$ cat src/rtl/class_distributor_if.sv
// class_distributor_if: transaction input, per-class FIFO write ports and status of the class distributor
interface class_distributor_if #(
  parameter int WIDTH = 12,
  parameter int CNT_W = 8
);
  logic [3:0]       state;
  logic [WIDTH-1:0] data_in;
  logic             valid_in;
  logic             almost_full0, almost_full1, almost_full2, almost_full3;
  logic             ready_out;
  logic             push0, push1, push2, push3;
  logic [WIDTH-1:0] data_out0, data_out1, data_out2, data_out3;
  logic [CNT_W-1:0] count0, count1, count2, count3;
  logic             hold_active;
  modport master (
    output state, data_in, valid_in, almost_full0, almost_full1, almost_full2, almost_full3,
    input  ready_out, push0, push1, push2, push3, data_out0, data_out1, data_out2, data_out3,
           count0, count1, count2, count3, hold_active
  );
  modport slave (
    input  state, data_in, valid_in, almost_full0, almost_full1, almost_full2, almost_full3,
    output ready_out, push0, push1, push2, push3, data_out0, data_out1, data_out2, data_out3,
           count0, count1, count2, count3, hold_active
  );
endinterface

$ cat src/rtl/class_distributor.sv
// class_distributor: steers a transaction stream into four class FIFOs, parking one word while its FIFO is almost full
module class_distributor #(
  parameter int WIDTH  = 12,
  parameter int CLS_HI = 11,
  parameter int CNT_W  = 8
) (
  input  logic clk,
  input  logic reset_L,
  class_distributor_if.slave bus
);
  localparam logic [3:0] INIT = 4'b0001;
  typedef enum logic {PASS, HOLD} fsm_e;
  fsm_e                  fsm_q, fsm_d;
  logic [WIDTH-1:0]      hold_q, hold_d;
  logic [1:0]            hcls_q, hcls_d;
  logic [3:0]            push_q, push_d;
  logic [3:0][WIDTH-1:0] dout_q, dout_d;
  logic [3:0][CNT_W-1:0] cnt_q, cnt_d;
  logic [3:0]            af;
  logic [1:0]            cls;
  logic                  init;
  assign af   = {bus.almost_full3, bus.almost_full2, bus.almost_full1, bus.almost_full0};
  assign cls  = bus.data_in[CLS_HI -: 2];
  assign init = bus.state == INIT;
  always_comb begin
    fsm_d  = fsm_q;
    hold_d = hold_q;
    hcls_d = hcls_q;
    push_d = '0;
    dout_d = dout_q;
    if (init) begin
      fsm_d  = PASS;
      hold_d = '0;
      hcls_d = '0;
      dout_d = '0;
    end else if (fsm_q == PASS && bus.valid_in) begin
      if (af[cls]) begin
        fsm_d  = HOLD;
        hold_d = bus.data_in;
        hcls_d = cls;
      end else begin
        push_d[cls] = 1'b1;
        dout_d[cls] = bus.data_in;
      end
    end else if (fsm_q == HOLD && !af[hcls_q]) begin
      fsm_d          = PASS;
      push_d[hcls_q] = 1'b1;
      dout_d[hcls_q] = hold_q;
      hold_d         = '0;
      hcls_d         = '0;
    end
    for (int i = 0; i < 4; i++) cnt_d[i] = init ? '0 : cnt_q[i] + CNT_W'(push_d[i]);
  end
  always_ff @(posedge clk or negedge reset_L) begin
    if (!reset_L) begin
      fsm_q  <= PASS;
      hold_q <= '0;
      hcls_q <= '0;
      push_q <= '0;
      dout_q <= '0;
      cnt_q  <= '0;
    end else begin
      fsm_q  <= fsm_d;
      hold_q <= hold_d;
      hcls_q <= hcls_d;
      push_q <= push_d;
      dout_q <= dout_d;
      cnt_q  <= cnt_d;
    end
  end
  assign bus.ready_out   = fsm_q == PASS;
  assign bus.hold_active = fsm_q == HOLD;
  assign {bus.push3, bus.push2, bus.push1, bus.push0} = push_q;
  assign bus.data_out0 = dout_q[0];
  assign bus.data_out1 = dout_q[1];
  assign bus.data_out2 = dout_q[2];
  assign bus.data_out3 = dout_q[3];
  assign bus.count0    = cnt_q[0];
  assign bus.count1    = cnt_q[1];
  assign bus.count2    = cnt_q[2];
  assign bus.count3    = cnt_q[3];
endmodule

$ cat src/flat_wrapper.sv
// flat-port wrapper written by rule: the top's interface ports become plain ports
module class_distributor_flat 
#(
  parameter int WIDTH  = 12,
  parameter int CLS_HI = 11,
  parameter int CNT_W  = 8
)
  (clk, reset_L, bus_state, bus_data_in, bus_valid_in, bus_almost_full0, bus_almost_full1, bus_almost_full2, bus_almost_full3, bus_ready_out, bus_push0, bus_push1, bus_push2, bus_push3, bus_data_out0, bus_data_out1, bus_data_out2, bus_data_out3, bus_count0, bus_count1, bus_count2, bus_count3, bus_hold_active);
  class_distributor_if #(.WIDTH(WIDTH), .CNT_W(CNT_W)) bus_i ();
  input  logic clk;
  input  logic reset_L;
  input wire logic [$bits(bus_i.state)-1:0] bus_state;
  input wire logic [$bits(bus_i.data_in)-1:0] bus_data_in;
  input wire logic [$bits(bus_i.valid_in)-1:0] bus_valid_in;
  input wire logic [$bits(bus_i.almost_full0)-1:0] bus_almost_full0;
  input wire logic [$bits(bus_i.almost_full1)-1:0] bus_almost_full1;
  input wire logic [$bits(bus_i.almost_full2)-1:0] bus_almost_full2;
  input wire logic [$bits(bus_i.almost_full3)-1:0] bus_almost_full3;
  output wire logic [$bits(bus_i.ready_out)-1:0] bus_ready_out;
  output wire logic [$bits(bus_i.push0)-1:0] bus_push0;
  output wire logic [$bits(bus_i.push1)-1:0] bus_push1;
  output wire logic [$bits(bus_i.push2)-1:0] bus_push2;
  output wire logic [$bits(bus_i.push3)-1:0] bus_push3;
  output wire logic [$bits(bus_i.data_out0)-1:0] bus_data_out0;
  output wire logic [$bits(bus_i.data_out1)-1:0] bus_data_out1;
  output wire logic [$bits(bus_i.data_out2)-1:0] bus_data_out2;
  output wire logic [$bits(bus_i.data_out3)-1:0] bus_data_out3;
  output wire logic [$bits(bus_i.count0)-1:0] bus_count0;
  output wire logic [$bits(bus_i.count1)-1:0] bus_count1;
  output wire logic [$bits(bus_i.count2)-1:0] bus_count2;
  output wire logic [$bits(bus_i.count3)-1:0] bus_count3;
  output wire logic [$bits(bus_i.hold_active)-1:0] bus_hold_active;
  assign bus_i.state = bus_state;
  assign bus_i.data_in = bus_data_in;
  assign bus_i.valid_in = bus_valid_in;
  assign bus_i.almost_full0 = bus_almost_full0;
  assign bus_i.almost_full1 = bus_almost_full1;
  assign bus_i.almost_full2 = bus_almost_full2;
  assign bus_i.almost_full3 = bus_almost_full3;
  assign bus_ready_out = bus_i.ready_out;
  assign bus_push0 = bus_i.push0;
  assign bus_push1 = bus_i.push1;
  assign bus_push2 = bus_i.push2;
  assign bus_push3 = bus_i.push3;
  assign bus_data_out0 = bus_i.data_out0;
  assign bus_data_out1 = bus_i.data_out1;
  assign bus_data_out2 = bus_i.data_out2;
  assign bus_data_out3 = bus_i.data_out3;
  assign bus_count0 = bus_i.count0;
  assign bus_count1 = bus_i.count1;
  assign bus_count2 = bus_i.count2;
  assign bus_count3 = bus_i.count3;
  assign bus_hold_active = bus_i.hold_active;
  class_distributor #(.WIDTH(WIDTH), .CLS_HI(CLS_HI), .CNT_W(CNT_W)) u_core (.clk(clk), .reset_L(reset_L), .bus(bus_i));
endmodule
$ cat config.mk
export PLATFORM = sky130hd
export DESIGN_NAME = class_distributor_flat
export DESIGN_NICKNAME = d
export VERILOG_FILES = /design/src/rtl/class_distributor_if.sv /design/src/rtl/class_distributor.sv /design/src/flat_wrapper.sv
export SDC_FILE = /design/constraint.sdc
export NUM_CORES = 1
export LEC_CHECK = 0
export ABC_AREA = 0
export BUFFER_PORTS_ARGS = -buffer_cell sky130_fd_sc_hd__buf_2
export CELL_PAD_IN_SITES_DETAIL_PLACEMENT = 0
export CELL_PAD_IN_SITES_GLOBAL_PLACEMENT = 1
export CORE_MARGIN = 2
export CORE_UTILIZATION = 35
export CTS_BUF_LIST = sky130_fd_sc_hd__clkbuf_2
export DETAILED_ROUTE_END_ITERATION = 12
export PLACE_DENSITY_LB_ADDON = 0.25
export SYNTH_ARGS = -nofsm -noshare
export SYNTH_HDL_FRONTEND = slang
export SYNTH_SLANG_ARGS = --single-unit
$ cat constraint.sdc
create_clock -name clk -period 5.8 [get_ports clk]
set_input_delay 0 -clock clk [delete_from_list [all_inputs] [get_ports clk]]
set_output_delay 0 -clock clk [all_outputs]
set_load 0.02 [all_outputs]
==> results.md <==
* WHS Path Cells at 5
* Syn_area_per_cell at roughly 11 um^2
* Post-CTS setup buffers at 0
* Layout area overhead at 22.89%
* Layout fillers at 1237
* Drt initial violations at roughly 290
* Worst-Skew Late Latency at about 0.6 ns
* Pin count of the biggest net entering global routing at 55
* Placer congestion estimate at approximately 0.8
* Routed len/inst at 16.99 um
* Hold Startpoint: bus_almost_full2
* Placeable Area at between 10000 and 15000 um^2
* CTS Sinks at between 90 and 100
* DP HPWL at just over 8000 um
* Sequential fraction of the synthesis area at roughly 54%
* Post-route ant nets at 0
* Total track usage at 17.99%
* Worst min-delay path class: input pin to flop
* #FFs+latches synth at 96
* Worst R2R Setup Slack at between 2 and 2.5 ns
* TritonRoute pass-1 iters at 5
* I/O Buffers at roughly 110
* Cell row count at between 40 and 50
* Ant. Diodes at 0
* Worst-margin pin slew at around 1.0 ns
* Worst setup EP type: flop
* Setup TNS at 0 ns
* Initial antenna violation count at 0
* Fin. max-slew vios at 0
* CTS buffer count at 9
* Pwr dens at around 400 nW/um^2
* Fin crit share at approximately three fifths
* Vias per cell at ~5.3
* Ys Warns at 0
* Maximum clock rate at roughly 290 MHz
* Area of the multi-input gates at about 1900 um^2
* Die Area at around 14000 um^2
* FF-to-FF End: u_core.bus.count3[6]
* Fin crit period at around 3.5 ns
* Reg clk slew, reported paths at about 0.26 ns
* Kind of critical path: flop to flop
* Via count at about 3.6k
* Hold_ws at just over 0.05 ns
* R2R depth at 10
* Global-route wire length before repair at 18810 um
* Crit path arrival time at approximately 4.0 ns
* Final WL at 11740 um
* Lkg Pwr at roughly 2.7 nW
* Status: complete, no violations
* Layout cells sized above 1 at approximately 28%
* Most frequent cells in the layout: buf_2, dfrtp_1, nand2_1
* Io pins at 109
* VDD IR max at just over 0.2 mV
* Primary FF master, synth: dfrtp_1
* CTS tree: yes
* MaxCap Viol Count at 0
* Share of flip-flops with an asynchronous set or reset at 100.0%
* Total grt overflow at 0
* Post-synth net total at roughly 430
* Hold EP: u_core.bus.hold_active
* RSZ-0062 raised after global routing: false
* H-tree levels at 3
* Post-synth EDFFs at 0
* Final Setup Violations at 0
* Final net count at about 550
* Commonest non-fill, non-tap cell in the layout: buf_2
* Syn Inst Count at 397
* R2R Path Start: u_core.hcls_q[0]
* Seq. cell area at about 2400 um^2
* Final hold vios at 0
* Worst setup SP type: flop
* Final Skew at 0.02919 ns
* Post-synthesis cell area at between 4000 and 5000 um^2
* Crit path required time at ~6.4 ns
* Slew margin rel. at 32.45%
* Vias in the first global route at around 3.5k
* Root Buffer: clkbuf_2
* Die Ht at about 120 um
* Chip width at roughly 120 um
* Setup ws final at 2.350 ns
* Setup WS pre-CTS at ~2.7 ns
* Post-synth cell types at 44
* Crit path max fanout at 24
* Longest Clk Path Bufs at 2
* DRC at 0
* Initial core utilization at a little over a third
==> logic make-up after synthesis <==
logic type,after synthesis,share of synthesized area [%]
compound gates,107,20.14
xor+xnor,23,4.554
fa+ha+maj,8,2.263
buf+inv,34,3.706
flops,96,54.31
mux,5,1.273
simple gates,124,13.75
==> state kept, by name (all words and copies together) (netlist names) <==
register	flops
u_core.bus.data_out0	12
u_core.bus.data_out1	12
u_core.bus.data_out2	12
u_core.bus.data_out3	11
u_core.hold_q	11
u_core.bus.count0	8
u_core.bus.count1	8
u_core.bus.count2	8
u_core.bus.count3	8
u_core.push_q	4
u_core.bus.hold_active	1
u_core.hcls_q	1
==> power breakdown <==
| group | internal, mW | switching [mW] | total, mW |
|---|---|---|---|
| registers | 0.846 | 0.157 | 1.00 |
| logic | 0.319 | 0.559 | 0.878 |
| clock network | 0.0990 | 0.228 | 0.327 |
| total | 1.26 | 0.945 | 2.21 |
==> synthesized netlist by cell type, types with 2 or more instances <==
master | instances | area, um^2
mux2i_1 | 3 | 30.03
o21ba_2 | 2 | 20.02
a21oi_1 | 2 | 10.01
and3_1 | 10 | 62.56
nand2b_1 | 2 | 12.51
o2bb2ai_1 | 10 | 87.58
a32oi_1 | 19 | 166.4
a22oi_1 | 21 | 157.7
inv_1 | 3 | 11.26
xor2_1 | 17 | 148.9
and2_1 | 13 | 81.33
buf_4 | 3 | 22.52
nor2b_1 | 3 | 18.77
nand3_1 | 18 | 90.09
nor2_1 | 30 | 112.6
a22o_1 | 12 | 105.1
dfrtp_1 | 96 | 2402
o22a_1 | 2 | 17.52
o22ai_2 | 8 | 100.1
nor3b_1 | 2 | 15.01
o21ai_0 | 3 | 15.01
o22ai_1 | 22 | 137.6
nand2_1 | 39 | 146.4
clkbuf_1 | 12 | 45.04
buf_2 | 14 | 70.07
ha_1 | 8 | 100.1
xnor2_1 | 6 | 52.55
==> stage by stage <==
stage	instance area, um^2	util, %	std cells	power [mW]
floorplan	4423	-	397	1.581
global placement	5082	40.77	652	1.870
detailed placement	5082	40.77	652	1.876
CTS	5435	43.60	691	2.231
global route	5435	43.60	691	2.366
finish	5435	43.60	691	2.209
==> how the worst max path moves through the flow <==
| stage | cells past startpoint | slack [ns] | from | to |
|---|---|---|---|---|
| floorplan | 11 | 3.32 | u_core.bus.hold_active | u_core.bus.count3[6] |
| global placement | 9 | 2.80 | u_core.bus.hold_active | u_core.bus.count2[4] |
| detailed placement | 9 | 2.73 | u_core.bus.hold_active | u_core.bus.count2[6] |
| CTS | 10 | 2.35 | u_core.hcls_q[0] | u_core.bus.count3[6] |
| global route | 10 | 2.10 | u_core.hcls_q[0] | u_core.bus.count1[4] |
| finish | 10 | 2.35 | u_core.hcls_q[0] | u_core.bus.count3[6] |
==> routing by layer <==
layer	track usage (%)	part of all wire, %	routed length, um
met5	0	0	0
met4	3.810	0.76	89
met3	4.774	5.7	664
met2	27.44	46	5357
met1	25.90	48	5627
==> critical path: stages, from the launching register on <==
cell and delay, ns:
dfrtp_1 0.57, mux2_4 0.33, dlygate4sd3_1 0.59, o22ai_4 0.28, o21ai_2 0.35, nor2_1 0.28, ha_1 0.20, ha_1 0.18
nand3_1 0.13, or3_1 0.37, a21oi_1 0.16
==> cell type report <==
class / count / share of cell area [%]
inverter: 3 / 0.2072
clock inverter: 7 / 1.243
multi-input combinational: 267 / 34.32
clock buffer: 9 / 0.8287
tap: 172 / 3.959
timing repair buffer: 137 / 15.24
sequential: 96 / 44.20
==> timing repair <==
action,in CTS,in global routing
endpoints found under the hold margin,119,0
hold buffers,23,0
resized for setup,0,0
Power figures use the tool's default switching activity.
